<file path="src/rtl/seg7_pkg.sv">
// Shared seven-segment definitions: segment bit positions, hex decode table
// and the all-on / all-off patterns. Bit 6 is segment a, bit 0 is segment g.
package seg7_pkg;

  localparam int SEG_A = 6;
  localparam int SEG_B = 5;
  localparam int SEG_C = 4;
  localparam int SEG_D = 3;
  localparam int SEG_E = 2;
  localparam int SEG_F = 1;
  localparam int SEG_G = 0;

  localparam logic [6:0] SEG_ALL_ON  = 7'h7F;
  localparam logic [6:0] SEG_ALL_OFF = 7'h00;

  // 6 keeps its top bar, 9 keeps its bottom bar, b and d are lowercase.
  localparam logic [6:0] HEX_SEG [16] = '{
    7'h7E, 7'h30, 7'h6D, 7'h79, 7'h33, 7'h5B, 7'h5F, 7'h70,
    7'h7F, 7'h7B, 7'h77, 7'h1F, 7'h4E, 7'h3D, 7'h4F, 7'h47
  };

endpackage

</file>
<file path="src/rtl/seg7_decode.sv">
// Combinational nibble-to-segment lookup; every one of the 16 codes is legal.
module seg7_decode
  import seg7_pkg::*;
(
  input  logic [3:0] d_i,
  output logic [6:0] seg_o
);

  always_comb begin
    seg_o = HEX_SEG[d_i];
  end

endmodule

</file>
<file path="src/rtl/es4_6_hex7seg.sv">
// Registered hex-to-seven-segment digit with lamp test, blanking and
// ripple-blank (leading-zero suppression) for chaining multiple digits.
module es4_6_hex7seg
  import seg7_pkg::*;
#(
  parameter bit ACTIVE_LOW = 1'b0
) (
  input  logic       clk,
  input  logic       rst_n,
  input  logic [3:0] d,
  input  logic       lt_n,
  input  logic       bl_n,
  input  logic       rbi_n,
  output logic [6:0] y,
  output logic       rbo_n
);

  localparam logic [6:0] Y_RST = ACTIVE_LOW ? ~SEG_ALL_OFF : SEG_ALL_OFF;

  logic [6:0] tbl_seg;
  logic [6:0] seg_d;
  logic [6:0] y_d, y_q;
  logic       rbo_d, rbo_q;

  seg7_decode u_dec (
    .d_i   (d),
    .seg_o (tbl_seg)
  );

  // Override priority: lamp test, then blank, then suppressed zero.
  always_comb begin
    seg_d = tbl_seg;
    rbo_d = 1'b1;
    if (!lt_n) begin
      seg_d = SEG_ALL_ON;
    end else if (!bl_n) begin
      seg_d = SEG_ALL_OFF;
    end else if (!rbi_n && d == 4'h0) begin
      seg_d = SEG_ALL_OFF;
      rbo_d = 1'b0;
    end
  end

  // Only the segment drives follow display polarity; rbo_n never inverts.
  assign y_d = ACTIVE_LOW ? ~seg_d : seg_d;

  always_ff @(posedge clk or negedge rst_n) begin
    if (!rst_n) begin
      y_q   <= Y_RST;
      rbo_q <= 1'b1;
    end else begin
      y_q   <= y_d;
      rbo_q <= rbo_d;
    end
  end

  assign y     = y_q;
  assign rbo_n = rbo_q;

endmodule

</file>
<file path="config.mk">
export PLATFORM = sky130hd
export DESIGN_NAME = es4_6_hex7seg
export DESIGN_NICKNAME = d
export VERILOG_FILES = /design/src/rtl/seg7_pkg.sv /design/src/rtl/seg7_decode.sv /design/src/rtl/es4_6_hex7seg.sv
export SDC_FILE = /design/constraint.sdc
export NUM_CORES = 1
export LEC_CHECK = 0
export ABC_AREA = 1
export CAP_MARGIN = 30
export CELL_PAD_IN_SITES_DETAIL_PLACEMENT = 1
export CELL_PAD_IN_SITES_GLOBAL_PLACEMENT = 2
export CORE_ASPECT_RATIO = 1.1
export CORE_UTILIZATION = 25
export CTS_CLUSTER_SIZE = 16
export DETAILED_ROUTE_END_ITERATION = 12
export GPL_ROUTABILITY_DRIVEN = 0
export PLACE_DENSITY_LB_ADDON = 0.1
export SYNTH_ARGS = -nofsm -noshare
export SYNTH_HDL_FRONTEND = slang
export SYNTH_SLANG_ARGS = --single-unit
export TNS_END_PERCENT = 100
</file>
<file path="constraint.sdc">
create_clock -name clk -period 0.9 [get_ports clk]
set_input_delay 0.18 -clock clk [delete_from_list [all_inputs] [get_ports clk]]
set_output_delay 0.18 -clock clk [all_outputs]
set_load 0.005 [all_outputs]
</file>
# Word level (Yosys, flattened, before mapping)
# Memories as Yosys holds them, arrays and structs flattened.
# Index checks and enable logic that the tools add are counted.
[classes] n_lt_le_gt_ge=1 mux=8 n_bitwise=1 reduce_logical=3
[ops] op="$mux W7" n=5
[ops] op="$ge A5 B5 Y1 const B" n=1
[ops] op="$not A4 Y5" n=1
[ops] op="$logic_not A4 Y1" n=1
[ops] op="$mux W1" n=3
[ops] op="$logic_and A1 B1 Y1" n=1
[ops] op="$logic_not A1 Y1" n=1
[word_totals] register_bits=8 mem_bits_ro=112 out_inout_bits=8 wordCells=16 n_memories=1
[memory_table] memory="(no name shown)" depth=16 word_bits=7 rd=1 rd_clocked_by_memory_dff=0 wr=0 line_no="seg7_decode.sv:10" source="seg_o = HEX_SEG[d_i];"

# Logic depth before layout (Yosys ltp)
[depth] depth_word=7 mapped_depth=7

# Hierarchy
# From an unflattened synthesis, not the netlist that was laid out.
[hier_totals] cells_unflattened=97 hier_area_um2=650.6
[modules_own_cells] module="es4_6_hex7seg" instances=1 cells_per_inst=45 area_per_inst_um2=380.4
[modules_own_cells] module="seg7_decode" instances=1 cells_per_inst=52 area_per_inst_um2=270.3

# Worst setup path before layout
# Ideal clock, no wire load.
[synth_path] path_kind="input-to-reg" from="input port d[0]" to="register y_q[2] (netlist: y[2])" t_arrival_ns=0.920 slack_ns=-0.142 path_stages=7 path_buffers=0 cell_sequence="inv_1 ha_1 inv_1 nor2_1 nand2_1 nand2_1 o21ai_1"
[synth_via] elab_chain_cells=7 elab_cells_between_ends=9 classes_between="mux: 5; bitwise: 1; reduce/logical: 2; memory: 1"
[synth_rtl] element="start, declared" line_no="es4_6_hex7seg.sv:10" source="input logic [3:0] d,"
[synth_rtl] element="$not A4 Y5 (implied by the code)" line_no="seg7_decode.sv:10"
[synth_rtl] element="$mem_v2 Z16 W7"
[synth_rtl] element="$mux W7 (implied by the code) (2 in a row)" line_no="seg7_decode.sv:10"
[synth_rtl] element="$mux W7 (*)" line_no="es4_6_hex7seg.sv:38" source="end else if (!rbi_n && d == 4'h0) begin"
[synth_rtl] element="$mux W7 (*)" line_no="es4_6_hex7seg.sv:36" source="end else if (!bl_n) begin"
[synth_rtl] element="$mux W7 (*)" line_no="es4_6_hex7seg.sv:34" source="if (!lt_n) begin"
[synth_rtl] element="named net seg_d[2]" line_no="es4_6_hex7seg.sv:21" source="logic [6:0] seg_d;"
[synth_rtl] element="end signal, assigned" line_no="es4_6_hex7seg.sv:52" source="y_q <= y_d;"
[synth_rtl] element="end, declared" line_no="es4_6_hex7seg.sv:22" source="logic [6:0] y_d, y_q;"
# Mark *: on every way through the listed nets, which the timed path passes. The rest lies on a longest branch. The select of a mux whose other input is x is not followed.

# Final worst setup path
[layout_path] from="register rbo_q (netlist: rbo_n)" to="output port rbo_n"
[layout_rtl] element="start, declared" line_no="es4_6_hex7seg.sv:23" source="logic rbo_d, rbo_q;"
[layout_rtl] element="start signal, assigned" line_no="es4_6_hex7seg.sv:53" source="rbo_q <= rbo_d;"
[layout_rtl] element="end, declared" line_no="es4_6_hex7seg.sv:15" source="output logic rbo_n"
# No word-level cell between the ends.

==> summary.txt <==
Pwr
  • Cell Int Power: between 600 and 700 uW
  • Share of total power in the clock network: 30.4%
  • Switching power: between 200 and 300 uW
  • Sw Share: 28.0%
  • Sequential power share: 41.5%
  • Leak: around 0.41 nW
  • Pwr Total: 937 uW
  • PwrDens: between 1000 and 1500 nW/um2
  • Proportion of power drawn by combinational gates: 28.1%
  • Max VDD drop: 0.408 mV

Synth
  • Mapped Nets: 86
  • Post-synthesis cell type count: 15
  • Gate Count Post-Synth: between 70 and 80
  • Post-synth top area cell: dfrtp_1
  • Top cells by area, synth: dfrtp_1 (33%), ha_1 (14%), nand2_1 (13%)
  • Yosys reg bits: 8
  • Compound-Gate Fraction of Synth Area: 7.44%
  • Syn. warnings: 0
  • Synth top area share: between 30 and 40%
  • XOR/XNOR Fraction of Synth Area: 0%
  • Syn Area/Cell: approximately 7.6 um2
  • Main combinational cell family by area after synthesis: simple AND/OR/NAND/NOR gates
  • Fraction of the mapped netlist area in adder cells: 14.0%
  • Post-Synth Simple-Gate Area: between 30% and 40%
  • Portion of netlist area occupied by mux cells: 0%
  • Cell area after synthesis: about 540 um2
  • Sequential area share after synthesis: 37.4%

STA
  • Final Hold Violating Endpoints: 0
  • Fmax: 966 MHz
  • Final period util: 115%
  • Slew headroom: a little over 80%
  • Max-slew violations: 0
  • Worst-margin pin slew: between 0.2 and 0.3 ns
  • Final setup viols: 5
  • RSZ-0062 raised after global routing: yes
  • Final setup margin: -0.135 ns
  • Min Tclk post-route: 1.04 ns

Drt
  • Routed Antenna Nets: 0
  • Via/cell ratio: ~4.4
  • Routed len/inst: approximately 11 um
  • Drt pass-1 iters: 2
  • Routed via count: ~560
  • DRT iter0 DRCs: 4
  • Drc violations: 0
  • Drt total wl: 1430 um

Critical path
  • CP Class: reg -> out
  • Cell family with most CP delay: flip-flops
  • Crit path capture type: output port
  • Critical Path Max Stage Delay: approximately 0.52 ns
  • Slowest-stage cell, CP: dfstp_2
  • Worst-path fanout max: 1
  • Startpoint Class: flip-flop
  • Crit path cell chain: buf_6
  • Critical Path AT: approximately 0.86 ns
  • Levels on crit path: 1
  • CP bufs+invs: 1
  • Data required, critical path: 0.72 ns

Clocking
  • Clock slew seen by the registers of the worst setup and hold paths: ~0.05 ns
  • CTS tree: yes
  • Clock sinks: 8
  • Post-cts hold buffer count: 0
  • Clock Root Buffer: clkbuf_4
  • Total CTS buffers: 3
  • CTS max path bufs: 2
  • H-tree depth: 1

Placement
  • # port buffers: 16
  • Placed Cells: 120
  • DP HPWL: 1150 um

Floorplan
  • Die Y: 50.7 um
  • Die area: 2340 um2
  • Initial Util: 26.6%
  • Die Width: between 40 and 50 um
  • Core area: between 2000 and 2500 um2
  • Site Rows: 17
  • Top Ports: 17

Final layout
  • Area Overhead vs Synth: 57.2%
  • Finished Layout Cells: 126
  • Fin nets: 114
  • Fillers: 258
  • Ant diodes: 0
  • Share of cells above drive strength 1: roughly 40%

Global route
  • Overflow left after global routing: 0
  • Initial antenna violation count: 0
  • First-pass GRT wire length: 2400 um
  • Total GRT Usage: between 10% and 20%
  • Vias in the first global route: 590
  • Largest net degree at the start of global routing: 9

Min path
  • Hold crit path type: in -> async

Status
  • Failing checks: setup timing
  • Status: finished with violations

Run
  • Max-Cap Viols: 0
per-stage QoR:
step / worst slack [ns] / instance area (um2) / setup TNS, ns / util [%] / hold slack [ns]
global route: -0.160 / 846 / -0.398 / 41.9 / 0.0929
global placement: -0.747 / 788 / -6.27 / 39.0 / 0.365
floorplan: 0.0000624 / 563 / 0 / - / -0.116
finish: -0.135 / 846 / -0.149 / 41.9 / 0.101
CTS: -0.153 / 785 / -0.275 / 38.8 / 0.0934
detailed placement: -0.747 / 788 / -6.37 / 39.0 / 0.362
state kept, by name, summed over array words and instances, names as in the netlist:
signal and flops:
y 7, rbo_n 1
routing by layer:
layer	part of all wire (%)	GRT usage [%]	vias up	wire, um
li1	-	-	280	-
met1	38	13.7	262	542
met2	58	27.7	15	827
met3	2.7	1.44	2	39
met4	1.5	7.35	0	21
met5	0	0	-	0
cells in the mapped netlist:
master / number
inv_2: 2
nand3_1: 12
nand4_1: 1
nor2_1: 5
or2_0: 1
ha_1: 6
o21ai_1: 3
o21ai_0: 4
buf_6: 2
nand2_1: 19
nor2_2: 1
a21oi_1: 1
inv_1: 6
dfstp_2: 1
dfrtp_1: 7
kinds of logic (layout without fill, tap and decap cells):
family	count (synthesis)	after routing
compound gates	8	8
simple gates	39	39
flops	8	8
buf+inv	10	37
fa+ha+maj	6	6
cells in the final DEF (no fill, tap or decap), types with 2 or more instances in the layout:
cell | synthesis | final
inv_1 | 6 | 3
dlymetal6s2s_1 | 0 | 2
clkdlybuf4s50_1 | 0 | 2
ha_4 | 0 | 2
buf_2 | 0 | 8
nor2_1 | 5 | 4
nor2_4 | 0 | 2
o21ai_2 | 0 | 2
nand2_2 | 0 | 2
nand2_1 | 19 | 16
clkbuf_4 | 0 | 3
inv_2 | 2 | 2
nand3_1 | 12 | 12
o21ai_1 | 3 | 4
ha_1 | 6 | 3
buf_6 | 2 | 3
dfrtp_1 | 7 | 7
buf_4 | 0 | 8
power groups by stage:
stage	registers [mW]	clock network, mW	logic (mW)
global route	0.391	0.310	0.298
finish	0.388	0.285	0.263
CTS	0.389	0.302	0.245
floorplan	0.400	0	0.114
detailed placement	0.396	0	0.263
global placement	0.394	0	0.261
worst paths after layout:
path | from | to
worst max-delay path | rbo_n | rbo_n
max in group asynchronous | rst_n | y[2]
min in group clk | rbi_n | rbo_n
worst min-delay path | rst_n | y[0]
repair_timing:
item,in CTS,in global routing
setup endpoints to repair,16,15
buffers inserted,0,1
gates cloned,1,0
pin swaps,1,7
hold endpoints to repair,0,0
resized for setup,46,24
final cells by class:
class | instances | area, um2 | share of cell area [%]
multi-input cells | 53 | 348 | 41.1
well taps | 28 | 35.0 | 4.14
inverters | 8 | 42.5 | 5.03
clock buffers | 4 | 26.3 | 3.11
repair buffers | 25 | 193 | 22.8
flip-flops and latches | 8 | 201 | 23.8
Note: power is estimated with default switching activity, not from simulation.
